$ cat src/rtl/mux_rr_xx_if.sv
// mux_rr_xx_if: channel handshake and registered output bus of the N:1 selector
interface mux_rr_xx_if #(
  parameter int WIDTH = 1,
  parameter int NCH = 4,
  parameter int SELW = 2
);
  logic mode;
  logic [SELW-1:0] sel;
  logic [NCH-1:0] in_vld;
  logic [NCH*WIDTH-1:0] in_dat;
  logic [NCH-1:0] in_rdy;
  logic out_vld;
  logic [WIDTH-1:0] out_dat;
  logic [SELW-1:0] out_sel;
  logic out_rdy;
  modport master (
    output mode, sel, in_vld, in_dat, out_rdy,
    input in_rdy, out_vld, out_dat, out_sel
  );
  modport slave (
    input mode, sel, in_vld, in_dat, out_rdy,
    output in_rdy, out_vld, out_dat, out_sel
  );
endinterface

$ cat src/rtl/mux_rr_xx.sv
// mux_rr_xx: N:1 valid/ready selector, round-robin or fixed select, registered output
module mux_rr_xx #(
  parameter int WIDTH = 1,
  parameter int NCH = 4,
  parameter int SELW = 2
) (
  input logic clk,
  input logic rst,
  mux_rr_xx_if.slave bus
);
  logic [SELW-1:0] ptr, rr_g, g;
  logic [2**SELW-1:0] vld_pad;
  logic rr_hit, hit, ld;
  logic [WIDTH-1:0] dat;
  // zero-padded valids make sel >= NCH an automatic no-grant
  always_comb begin
    vld_pad = '0;
    vld_pad[NCH-1:0] = bus.in_vld;
    rr_hit = 1'b0;
    rr_g = '0;
    for (int k = NCH - 1; k >= 0; k--)
      if (vld_pad[SELW'((int'(ptr) + k) % NCH)]) begin
        rr_hit = 1'b1;
        rr_g = SELW'((int'(ptr) + k) % NCH);
      end
  end
  assign ld = !rst && (!bus.out_vld || bus.out_rdy);
  assign hit = bus.mode ? vld_pad[bus.sel] : rr_hit;
  assign g = bus.mode ? bus.sel : rr_g;
  assign bus.in_rdy = (hit && ld) ? (NCH'(1) << g) : '0;
  always_comb begin
    dat = '0;
    for (int i = 0; i < NCH; i++)
      if (g == SELW'(i)) dat = bus.in_dat[i*WIDTH +: WIDTH];
  end
  always_ff @(posedge clk) begin
    if (rst) begin
      bus.out_vld <= 1'b0;
      bus.out_dat <= '0;
      bus.out_sel <= '0;
      ptr <= '0;
    end else if (ld) begin
      bus.out_vld <= hit;
      if (hit) begin
        bus.out_dat <= dat;
        bus.out_sel <= g;
        if (!bus.mode) ptr <= (int'(g) == NCH - 1) ? '0 : g + SELW'(1);
      end
    end
  end
endmodule

$ cat src/flat_wrapper.sv
// flat-port wrapper written by rule: the top's interface ports become plain ports
module mux_rr_xx_flat 
#(
  parameter int WIDTH = 1,
  parameter int NCH = 4,
  parameter int SELW = 2
)
  (clk, rst, bus_mode, bus_sel, bus_in_vld, bus_in_dat, bus_out_rdy, bus_in_rdy, bus_out_vld, bus_out_dat, bus_out_sel);
  mux_rr_xx_if #(.WIDTH(WIDTH), .NCH(NCH), .SELW(SELW)) bus_i ();
  input logic clk;
  input logic rst;
  input wire logic [$bits(bus_i.mode)-1:0] bus_mode;
  input wire logic [$bits(bus_i.sel)-1:0] bus_sel;
  input wire logic [$bits(bus_i.in_vld)-1:0] bus_in_vld;
  input wire logic [$bits(bus_i.in_dat)-1:0] bus_in_dat;
  input wire logic [$bits(bus_i.out_rdy)-1:0] bus_out_rdy;
  output wire logic [$bits(bus_i.in_rdy)-1:0] bus_in_rdy;
  output wire logic [$bits(bus_i.out_vld)-1:0] bus_out_vld;
  output wire logic [$bits(bus_i.out_dat)-1:0] bus_out_dat;
  output wire logic [$bits(bus_i.out_sel)-1:0] bus_out_sel;
  assign bus_i.mode = bus_mode;
  assign bus_i.sel = bus_sel;
  assign bus_i.in_vld = bus_in_vld;
  assign bus_i.in_dat = bus_in_dat;
  assign bus_i.out_rdy = bus_out_rdy;
  assign bus_in_rdy = bus_i.in_rdy;
  assign bus_out_vld = bus_i.out_vld;
  assign bus_out_dat = bus_i.out_dat;
  assign bus_out_sel = bus_i.out_sel;
  mux_rr_xx #(.WIDTH(WIDTH), .NCH(NCH), .SELW(SELW)) u_core (.clk(clk), .rst(rst), .bus(bus_i));
endmodule
$ cat config.mk
export PLATFORM = sky130hd
export DESIGN_NAME = mux_rr_xx_flat
export DESIGN_NICKNAME = d
export VERILOG_FILES = /design/src/rtl/mux_rr_xx_if.sv /design/src/rtl/mux_rr_xx.sv /design/src/flat_wrapper.sv
export SDC_FILE = /design/constraint.sdc
export NUM_CORES = 1
export LEC_CHECK = 0
export BUFFER_PORTS_ARGS = -buffer_cell sky130_fd_sc_hd__buf_2
export CORE_MARGIN = 5
export CORE_UTILIZATION = 47
export DETAILED_ROUTE_END_ITERATION = 12
export PLACE_DENSITY = 0.85
export REMOVE_ABC_BUFFERS = 1
export SYNTH_ARGS = -nofsm -noshare
export SYNTH_HDL_FRONTEND = slang
export SYNTH_SLANG_ARGS = --single-unit
$ cat constraint.sdc
create_clock -name clk -period 2.5 [get_ports clk]
set_clock_uncertainty 0.15 [all_clocks]
set_input_delay 0 -clock clk [delete_from_list [all_inputs] [get_ports clk]]
set_output_delay 0 -clock clk [all_outputs]
set_load 0.02 [all_outputs]
==> results of run 1 <==
==> logic make-up (layout without fill, tap and decap cells) <==
family	Yosys count	in the layout
adders and majority gates	4	4
muxes	6	6
and+or+nand+nor	27	27
buffers and inverters	10	34
AOI/OAI and AO/OA	21	21
DFF	6	6
==> per-layer routing <==
| metal | wire length, um | share of wire, % | up-vias |
|---|---|---|---|
| met3 | 118 | 7.6 | 4 |
| met4 | 25 | 1.6 | 0 |
| met1 | 646 | 41 | 294 |
| met5 | 0 | 0 | - |
| li1 | - | - | 325 |
| met2 | 771 | 49 | 29 |
==> worst min path at each step <==
stage	endpoint	slack (ns)	cells after the start
after floorplan	u_core.bus.out_vld	-0.08	1
after global placement	u_core.bus.out_vld	0.12	2
after detailed placement	u_core.bus.out_vld	0.11	2
after CTS	u_core.bus.out_dat	0.01	5
after global routing	u_core.bus.out_dat	0.08	5
final	u_core.bus.out_dat	0.01	5
==> cell usage after synthesis (2+ instances only) <==
library cell  number  area [sq um]
o31ai_1            2          15.0
dfxtp_1            6           120
and2_1             4          25.0
a21oi_1            5          25.0
inv_1              6          22.5
ha_1               4          50.1
o211a_1            2          20.0
mux2i_1            3          30.0
nor2_1             2          7.51
o21ai_0            2          10.0
nand2b_1           2          12.5
nand2_1            8          30.0
==> layout by cell type, fill, tap and decap left out, types with 3 or more instances in the layout <==
cell type and n:
buf_2 21, mux2i_1 3, ha_1 4, a21oi_1 5
dfxtp_1 6, clkbuf_4 3, nand2_1 8, inv_1 6
and2_1 4
==> sequential cells by signal, indices dropped and copies added (netlist names) <==
| register | cells |
|---|---|
| u_core.ptr | 2 |
| u_core.bus.out_dat | 1 |
| u_core.bus.out_sel | 2 |
| u_core.bus.out_vld | 1 |
==> stage by stage <==
step / hold WS [ns] / util, %
3_3_place_gp: 0.122 / 57.8
6_report: 0.0122 / 61.1
2_1_floorplan: -0.0809 / -
5_1_grt: 0.0771 / 61.1
4_1_cts: 0.0148 / 61.1
3_5_place_dp: 0.108 / 57.8
==> worst max-delay path: cells and delay by family (launching register included) <==
family	cells	cell delay, ns
AND/OR/NAND/NOR	2	0.55
flip-flops	1	0.37
AO/OA/AOI/OAI	3	0.60
adder cells (fa/ha/maj)	1	0.21
buffers and inverters	1	0.16
==> power by group <==
| group | total, mW | switching [mW] | leakage (nW) | internal (mW) |
|---|---|---|---|---|
| logic | 0.145 | 0.0804 | 0.308 | 0.0644 |
| registers | 0.118 | 0.0106 | 0.0497 | 0.107 |
| clock network | 0.0941 | 0.0395 | 0.0138 | 0.0546 |
==> what timing repair did <==
action | CTS | global route
hold buffers | 2 | 0
buffers inserted | 0 | 0
endpoints found under the hold margin | 4 | 0
==> final cells by class <==
cell class | instances | area (sq um) | area share (%)
Multi-Input combinational cell | 58 | 455 | 58.7
Timing Repair Buffer | 24 | 133 | 17.1
Sequential cell | 6 | 120 | 15.5
Inverter | 7 | 26.3 | 3.39
Clock buffer | 3 | 22.5 | 2.90
Tap cell | 15 | 18.8 | 2.42
==> results.tsv, run 1 <==
metric	value	unit
cts_buffers	3	
slowest_stage	or3b_1	
crit_type	register to output pin	
synthCells	74	
cts_resized	0	
route.detailed.drc	0	
grt_start_max_net_pins	11	
post-place-cells	108	
r2r_start	u_core.ptr[1]	
ys_warn_count	0	
synthSimpleGateAreaFrac	26.8	%
cellPowerDensity	460	nW/um^2
yosysSeqAreaShare	19.3	%
rr_worst_depth	9	
clockBufferDepth	2	
vias	652	
final_area	776	sq um
ant_nets	0	
max_slew.worst_pin.slew	0.357	ns
tns	0	ns
cpPeakStageDelay	0.40	ns
fmax	436	MHz
setup_viol	0	
place_worst_setup_slack	0.265	ns
fin_total_pwr	0.357	mW
setup.worst_path.start	u_core.ptr[1]	
antenna_found_initial	0	
hp-start	bus_in_dat[1]	
crit_path_end_kind	output pin	
synthToLayoutAreaGrowth	24.7	%
endpoint	bus_in_rdy[3]	
core	1270	sq um
ys_types	40	
die-area	2150	sq um
drt_iter0_drc	18	
finalHoldViolCount	0	
die_x	46.4	um
r2r_slack	0.25	ns
synthArstFlopShare	0	%
dp_hpwl	1.23	mm
io_buffers	21	
ir_worst_vdd	277	uV
rsz0062_at_grt	false	
worstSetupStartpointType	register	
busiest_layer	met2	
fill_cells	102	
drive_above_1_share	30.6	%
synthAdderAreaFrac	8.05	%
syn_area_per_cell	8.40	sq um
synth_edf_count	0	
worstReg2RegEnd	u_core.bus.out_dat	
clock_latency	0.25	ns
grt_pass1_vias	634	
cts-root-buf	clkbuf_4	
placed_area	733	sq um
nets	118	
avgRoutedWirePerCell	13.8	um
worstPathArrival	2.15	ns
antenna_cells	0	
cts.clk_slew.worst_paths	0.05	ns
relSlewSlack	76.0	%
final_cell_count_no_fill	113	
grt-ovfl-total	0	
gp_congestion	0.845	
wl	1.56	mm
synthFlopType	dfxtp_1	
die_y	46.4	um
grt_pass1_wl	2.64	mm
rows	13	
met2_usage	26.9	%
syn_area	622	sq um
cp_max_fo	9	
grt_usage	16.6	%
tritoncts	built	
leakage	0.372	nW
outcome	finished, final reports clean	
setup_ws	0.204	ns
synth-compound-area-share	24.5	%
cts.sinks	6	
gr-usage-met3	3.52	%
crit_path_cell_trace	or3b_1 -> o211a_1 -> o221ai_1 -> o21a_1 -> ha_1 -> and2_1 -> buf_2	
htree_levels	1	
crit_required	2.35	ns
muxShareOfSynthArea	13.9	%
hold_class	input pin to register	
grtUsageMet1	19.7	%
synth-xor-area-share	0	%
min_period	2.30	ns
synth_top_family_by_area	simple AND/OR/NAND/NOR gates	
finalCritPeriodShare	91.8	%
dr.pass1.iters	4	
finalMaxSlewViolations	0	
cap_violations	0	
initial_core_util	49.0	%
ys_ff_latch	6	
vias_per_cell	5.77	
pin_count	22	
Power figures use the tool's default switching activity.
==> run 2, diff against run 1 <==
--- a/config.mk
+++ b/config.mk
@@ -5,7 +5,7 @@
 export SDC_FILE = /design/constraint.sdc
 export NUM_CORES = 1
 export LEC_CHECK = 0
-export BUFFER_PORTS_ARGS = -buffer_cell sky130_fd_sc_hd__buf_2
+export BUFFER_PORTS_ARGS = -buffer_cell sky130_fd_sc_hd__buf_4
 export CORE_MARGIN = 5
 export CORE_UTILIZATION = 47
 export DETAILED_ROUTE_END_ITERATION = 12
==> results.tsv, run 2 (same netlist as run 1, synthesis figures left out) <==
metric	value	unit
outcome	finished, final reports clean	
finalMaxSlewViolations	0	
multi_input_area	455	sq um
min_period	2.26	ns
p_seq_share	31.8	%
layout.cells.most_common_list	22 x buf_4, 8 x nand2_1, 6 x inv_1, 6 x dfxtp_1, 5 x a21oi_1	
rows	13	
fmax	443	MHz
htree_levels	1	
crit_required	2.48	ns
crit_type	register to register	
clock_latency	0.25	ns
fin_total_pwr	0.374	mW
cap_violations	0	
gp_congestion	0.846	
vias_per_cell	5.79	
cellPowerDensity	451	nW/um^2
hold_end	u_core.bus.out_dat	
clockBufferDepth	2	
cts.sinks	6	
leakage	0.384	nW
placed_area	786	sq um
holdPathStages	5	
setup_viol	0	
dr.pass1.iters	5	
core	1270	sq um
relSlewSlack	75.1	%
finalHoldViolCount	0	
grt_usage	17.7	%
tritoncts	built	
die_x	46.4	um
worstReg2RegEnd	u_core.bus.out_dat	
grt_start_max_net_pins	11	
grt_pass1_vias	616	
r2r_start	u_core.ptr[1]	
nets	118	
final_area	828	sq um
reg.largest.list	u_core.bus.out_sel: 2 flops, u_core.ptr: 2 flops	
drive_above_1_share	30.6	%
layout_commonest_cell	buf_4	
regArea	120	sq um
route.detailed.drc	0	
dp_hpwl	1.26	mm
die_y	46.4	um
drt_iter0_drc	20	
internal_power	0.239	mW
tns	0	ns
synthToLayoutAreaGrowth	33.2	%
grt-ovfl-total	0	
ant_nets	0	
hold_class	input pin to register	
max_slew.worst_pin.slew	0.370	ns
holdWs	0.0108	ns
sw_frac_of_total	36.1	%
fill_cells	111	
grt_pass1_wl	2.79	mm
r2r_slack	0.24	ns
rsz0062_at_grt	false	
crit_path_end_kind	register	
rr_worst_depth	9	
ir_worst_vdd	221	uV
worstSetupStartpointType	register	
finalCritPeriodShare	90.2	%
p_sw	0.135	mW
io_buffers	21	
power_frac_comb	42.0	%
antenna_found_initial	0	
vias	654	
cts_buffers	3	
hp-start	bus_in_dat[1]	
cts.clk_slew.worst_paths	0.06	ns
clockPowerShare	26.2	%
cts-root-buf	clkbuf_4	
initial_core_util	49.0	%
antenna_cells	0	
cp_max_fo	9	
worstPathArrival	2.23	ns
wl	1.68	mm
pin_count	22	
die-area	2150	sq um
cts_resized	0	
avgRoutedWirePerCell	14.9	um
## run 2: cell count changes in the layout (fill, tap and decap cells not counted)
cell	before	now
buf_2	21	0
buf_4	1	22
## run 2: per-stage QoR
| step | instances | utilization [%] | setup WS, ns |
|---|---|---|---|
| after global routing | 113 | 65.3 | 0.0179 |
| after floorplan | 71 | - | 0.424 |
| after CTS | 113 | 65.3 | 0.249 |
| after detailed placement | 108 | 61.9 | 0.274 |
| final | 113 | 65.3 | 0.244 |
| after global placement | 108 | 61.9 | 0.338 |
## run 2: timing repair
| action | in CTS | in global routing |
|---|---|---|
| hold buffers | 2 | 0 |
| endpoints found under the setup margin | 0 | 0 |
| setup buffers | 0 | 0 |
| endpoints found under the hold margin | 6 | 0 |
## run 2: critical path, cell delays in order (launching register included)
cell	delay (ns)
dfxtp_1	0.38
or3b_1	0.39
o211a_1	0.13
o221ai_1	0.27
o21ai_1	0.15
ha_1	0.24
a21oi_1	0.10
o21ai_0	0.08
a22oi_1	0.14
mux2i_1	0.09
## run 2: layout make-up
cell class,instances,share of cell area (%)
flip-flops and latches,6,14.5
well taps,15,2.27
multi-input cells,58,55.0
repair buffers,24,22.4
inverters,7,3.17
clock buffers,3,2.72
## run 2: worst max-delay path by stage
stage | startpoint | end | slack [ns] | depth (start not counted)
after detailed placement | u_core.ptr[1] | u_core.bus.out_dat | 0.27 | 9
after global routing | u_core.ptr[1] | u_core.bus.out_dat | 0.02 | 9
final | u_core.ptr[1] | u_core.bus.out_dat | 0.24 | 9
after CTS | u_core.ptr[1] | u_core.bus.out_dat | 0.25 | 9
after global placement | u_core.ptr[1] | u_core.bus.out_dat | 0.34 | 9
after floorplan | u_core.ptr[1] | u_core.bus.out_dat | 0.42 | 9
## run 2: power by group through the flow
stage / logic (mW) / registers [mW] / clock network [mW]
finish: 0.157 / 0.119 / 0.0979
global route: 0.172 / 0.120 / 0.104
CTS: 0.156 / 0.119 / 0.0996
detailed placement: 0.153 / 0.121 / 0
global placement: 0.151 / 0.119 / 0
floorplan: 0.0822 / 0.128 / 0
## run 2: metal layers
layer,track usage (%),share of wire (%),vias to the layer above
li1,-,-,321
met1,23.0,42,309
met5,0,0,-
met3,2.34,6.8,5
met4,8.52,1.7,0
met2,28.3,49,19
